===== config.mk =====
export PLATFORM = sky130hd
export DESIGN_NAME = apple1_htiming
export DESIGN_NICKNAME = d
export VERILOG_FILES = /design/src/rtl/apple1_pkg.sv /design/src/rtl/apple1_htiming_counter.sv /design/src/rtl/apple1_htiming.sv
export SDC_FILE = /design/constraint.sdc
export NUM_CORES = 1
export LEC_CHECK = 0
export CORE_MARGIN = 2
export CORE_UTILIZATION = 30
export CTS_CLUSTER_SIZE = 16
export DETAILED_ROUTE_END_ITERATION = 10
export PLACE_DENSITY_LB_ADDON = 0.12
export SYNTH_ARGS = -nofsm -noshare
export SYNTH_HDL_FRONTEND = slang
export SYNTH_SLANG_ARGS = --single-unit

===== constraint.sdc =====
create_clock -name cp -period 2.11 [get_ports cp]
set_clock_uncertainty 0.2 [all_clocks]
set_input_delay 0.422 -clock cp [delete_from_list [all_inputs] [get_ports cp]]
set_output_delay 0.422 -clock cp [all_outputs]
set_load 0.03 [all_outputs]

===== src/rtl/apple1_pkg.sv =====
// Shared constants and helpers for the Apple-1 horizontal timing chain.
// HCOUNT_DEBUG_EN (in apple1_htiming) exposes units/tens as ports.
package apple1_pkg;

  localparam int CNT_W = 4;

  typedef logic [CNT_W-1:0] cnt_t;

  localparam cnt_t DOT_LOAD     = 4'b1010;
  localparam cnt_t UNITS_RELOAD = 4'd5;
  localparam cnt_t TENS_RELOAD  = 4'd9;
  localparam cnt_t DEC_TOP      = 4'd9;
  localparam cnt_t BIN_TOP      = 4'd15;

  function automatic cnt_t cnt_next(
    input cnt_t q,
    input logic decade
  );
    cnt_t r;
    r = q + cnt_t'(1);
    if (decade && q == DEC_TOP)
      r = '0;
    return r;
  endfunction

  function automatic logic cnt_tc(
    input cnt_t q,
    input logic decade
  );
    return decade ? (q == DEC_TOP) : (q == BIN_TOP);
  endfunction

endpackage


===== src/rtl/apple1_htiming_counter.sv =====
// 4-bit synchronous counter: enable, priority sync load, async clear,
// terminal count, decade or binary wrap.
module sync_counter4
  import apple1_pkg::*;
#(
  parameter bit DECADE = 1'b0
) (
  input  logic clk,
  input  logic rst_n,
  input  logic en,
  input  logic load,
  input  cnt_t load_val,
  output cnt_t q,
  output logic tc
);

  always_ff @(posedge clk or negedge rst_n) begin
    if (!rst_n)
      q <= '0;
    else if (load)
      q <= load_val;
    else if (en)
      q <= cnt_next(q, DECADE);
  end

  assign tc = cnt_tc(q, DECADE);

endmodule


===== src/rtl/apple1_htiming.sv =====
// Apple-1 horizontal timing: dot/char dividers and units/tens line count.
// Define HCOUNT_DEBUG_EN to bring units and tens out as ports.
module apple1_htiming
  import apple1_pkg::*;
(
  input  logic cp,
  input  logic mr_n,
  output logic dot_rate,
  output logic char_rate,
`ifdef HCOUNT_DEBUG_EN
  output cnt_t units,
  output cnt_t tens,
`endif
  output logic h10,
  output logic last_h,
  output logic hbl_n,
  output logic h_sync_n
);

`ifndef HCOUNT_DEBUG_EN
  cnt_t units;
  cnt_t tens;
`endif

  cnt_t dcnt;
  logic dcnt_tc;
  logic units_tc;
  logic tens_tc;
  logic dot_rise;
  logic char_rise;
  logic line_load;

  // Dividers run as enables on cp; the edges below mark the
  // cp cycle on which the derived clock would rise.
  assign dot_rise  = ~dot_rate;
  assign char_rise = dot_rise & ~char_rate;
  assign line_load = char_rise & last_h;

  always_ff @(posedge cp or negedge mr_n) begin
    if (!mr_n)
      dot_rate <= 1'b1;
    else
      dot_rate <= ~dot_rate;
  end

  sync_counter4 #(
    .DECADE (1'b0)
  ) u_dcnt (
    .clk      (cp),
    .rst_n    (mr_n),
    .en       (dot_rise),
    .load     (char_rise),
    .load_val (DOT_LOAD),
    .q        (dcnt),
    .tc       (dcnt_tc)
  );

  sync_counter4 #(
    .DECADE (1'b1)
  ) u_units (
    .clk      (cp),
    .rst_n    (mr_n),
    .en       (char_rise),
    .load     (line_load),
    .load_val (UNITS_RELOAD),
    .q        (units),
    .tc       (units_tc)
  );

  sync_counter4 #(
    .DECADE (1'b0)
  ) u_tens (
    .clk      (cp),
    .rst_n    (mr_n),
    .en       (char_rise & h10),
    .load     (line_load),
    .load_val (TENS_RELOAD),
    .q        (tens),
    .tc       (tens_tc)
  );

  // dcnt wraps 1111->0000 on the same edge char_rate falls.
  assign char_rate = dcnt[3] | (dcnt_tc & 1'b0);

  assign h10      = units_tc;
  assign last_h   = units_tc & tens_tc;
  assign hbl_n    = tens[2];
  assign h_sync_n = tens[0] | hbl_n;

endmodule


==> impl_metrics.toml <==
[logic_synthesis]
syn_area_um2 = 650.6
synth_cell_type_count = 28
ys_ff_latch = 13
synth_warnings = 0
synth_area_per_cell_um2 = 10.49
synthFlopType = "dfrtp_1"
ys_seq_area_frac = 0.5019
netlist_instances = 62
synth-edff-count = 0
syn_nets = 68
async_flop_share = 1.000

[sta]
slew_headroom = 0.7794
finalSetupTns_ps = 0
fin_crit_ps = 2013
finalHoldViolCount = 0
maxSlewViolCount = 0
setup_violations = 0
fmax_ghz = 0.4969
post-route-period-util = 0.9538
worstMarginPinSlew_ps = 329.6
rsz0062_at_grt = "false"

[final_layout]
fin_util = 0.4181
syn2layout_area_growth_pct = 28.65
diodes = 0
final_layout_size_suffix_gt1_frac = 0.2785
fin_nets = 86
n_fill_cell = 206

[routing]
vias_per_cell = 4.642
ant_nets = 0
drt-total-wl_um = 1176
drc_errors = 0
wl_per_cell_um = 11.09
dr.pass1.iters = 3
drtIter0Drc = 4
via_count = 492

[clocking]
htreeDepth = 1
path_clk_slew_ps = 80
clk_path_buf_depth = 2
clk_latency_ps = 270
holdBufCountCts = 0
cts-root-buf = "clkbuf_4"
cts_buffers = 3
clock-sinks = 13
cts_tree = "built"

[global_routing]
grtUsageTotal = 0.1086
grt_start_max_net_pins = 14
overflow = 0
grt_pass1_vias = 460
grt_pass1_wl_um = 2049
antenna_found_initial = 0

[power]
p_per_area_mw_per_mm2 = 487.2
leakage_nw = 0.3870
peakVddDrop_v = 0.0003064

[die]
die_width_um = 50.57
die_area_mm2 = 0.002557
rows = 16
start_util = 0.3250
die_h_um = 50.57
core_area_mm2 = 0.002002
io_pins = 8

[critical_path]
criticalPathCategory = "flop to output port"
r2r_cells = 6
cp-endpoint = "hbl_n"
crit_fanout = 4
arrival_ps = 1390
reg2reg_slack_ps = 220
crit_start = "u_tens.q[2]"
worstSetupStartpointType = "flop"
reg2reg_from = "u_units.q[1]"
critPathRequiredTime_ps = 1490
rr_endpoint = "u_tens.q[3]"
cp-end-kind = "output port"

[hold_path]
hp-class = "input port to async pin"

[run_status]
status = "complete, no violations"

[placed_design]
place_congestion = 0.7026
dp_hpwl_um = 828.2
port_buffers = 7

[flow_run]
drv_cap = 0
[layer usage]
metal  share of wire  vias to the layer above  global-route usage
li1                -                      257                   -
met1            0.51                      230              0.1527
met2            0.44                        3              0.1469
met3           0.027                        2             0.03571
met4           0.012                        0             0.05405
met5               0                        -                   0
[through the flow]
step | setup slack (ps) | std cells | area (um2) | power, mW | hold WS [ps]
6_report | 97.48 | 106 | 837.1 | 0.4078 | 252.0
5_1_grt | 10.07 | 106 | 837.1 | 0.4317 | 260.2
4_1_cts | 2.569 | 102 | 792.0 | 0.4159 | 252.1
3_5_place_dp | 219.3 | 98 | 767.0 | 0.2623 | 281.0
3_3_place_gp | 220.6 | 98 | 767.0 | 0.2623 | 286.8
2_1_floorplan | 274.2 | 62 | 650.6 | 0.2540 | -73.59
[state kept, by name, indices dropped and copies added (netlist names)]
| signal | flops |
|---|---|
| dot_rate | 1 |
| u_units.q | 4 |
| u_dcnt.q | 4 |
| u_tens.q | 4 |
[worst max-delay path, stage by stage (launching register included)]
cell             delay [ps]
dfrtp_1                 340
buf_4                   120
clkdlybuf4s50_1         660
[power by group]
group / total, mW / switching (mW) / internal, mW
registers: 0.249 / 0 / 0.249
logic: 0.00779 / 0.00494 / 0.00285
clock network: 0.151 / 0.0810 / 0.0701
[worst min path at each step]
stage | cells past startpoint | startpoint | slack (ps) | end
2_1_floorplan | 0 | mr_n | -70 | u_dcnt.q[0]
3_3_place_gp | 1 | u_dcnt.q[2] | 290 | u_dcnt.q[2]
3_5_place_dp | 1 | u_dcnt.q[2] | 280 | u_dcnt.q[3]
4_1_cts | 2 | mr_n | 250 | u_units.q[2]
5_1_grt | 2 | mr_n | 260 | u_units.q[2]
6_report | 2 | mr_n | 250 | u_units.q[2]
[layout make-up]
cell class,instances,area (um2),area share
Clock inverter,1,5.005,0.005979
Sequential cell,13,326.6,0.3901
Multi-Input combinational cell,45,320.3,0.3827
Timing Repair Buffer,14,117.6,0.1405
Tap cell,27,33.78,0.04036
Inverter,3,11.26,0.01345
Clock buffer,3,22.52,0.02691
[cell families after synthesis]
family / Yosys count / synth area share
muxes: 3 / 0.05192
xor gates and xnor gates: 1 / 0.01346
adders and majority gates: 4 / 0.07693
AOI/OAI and AO/OA: 13 / 0.1327
buffers and inverters: 4 / 0.02499
and+or+nand+nor: 24 / 0.1981
DFF: 13 / 0.5019
[layout by cell type, fill, tap and decap left out, types with 2 or more instances in the layout]
cell | netlist | routed
buf_4 | 0 | 9
clkbuf_4 | 0 | 3
clkdlybuf4s50_1 | 0 | 2
dfrtp_1 | 12 | 12
dlygate4sd2_1 | 0 | 2
ha_1 | 4 | 3
inv_1 | 3 | 2
mux2_2 | 3 | 3
nand2_1 | 3 | 3
nand3_1 | 5 | 5
nor2_1 | 6 | 6
o21a_1 | 2 | 2
o21ai_0 | 5 | 5
[Yosys cell counts (2+ instances only)]
| library cell | count | area share |
|---|---|---|
| dfrtp_1 | 12 | 0.46 |
| ha_1 | 4 | 0.077 |
| inv_1 | 3 | 0.017 |
| mux2_2 | 3 | 0.052 |
| nand2_1 | 3 | 0.017 |
| nand3_1 | 5 | 0.038 |
| nor2_1 | 6 | 0.035 |
| o21a_1 | 2 | 0.023 |
| o21ai_0 | 5 | 0.038 |
[timing repair]
item                                    4_1_cts  5_1_grt
setup buffers                                 0        4
gates resized for setup                       3        3
pin swaps                                     0        1
endpoints found under the setup margin        3        3
No activity file was read; power rests on OpenSTA's default activity.
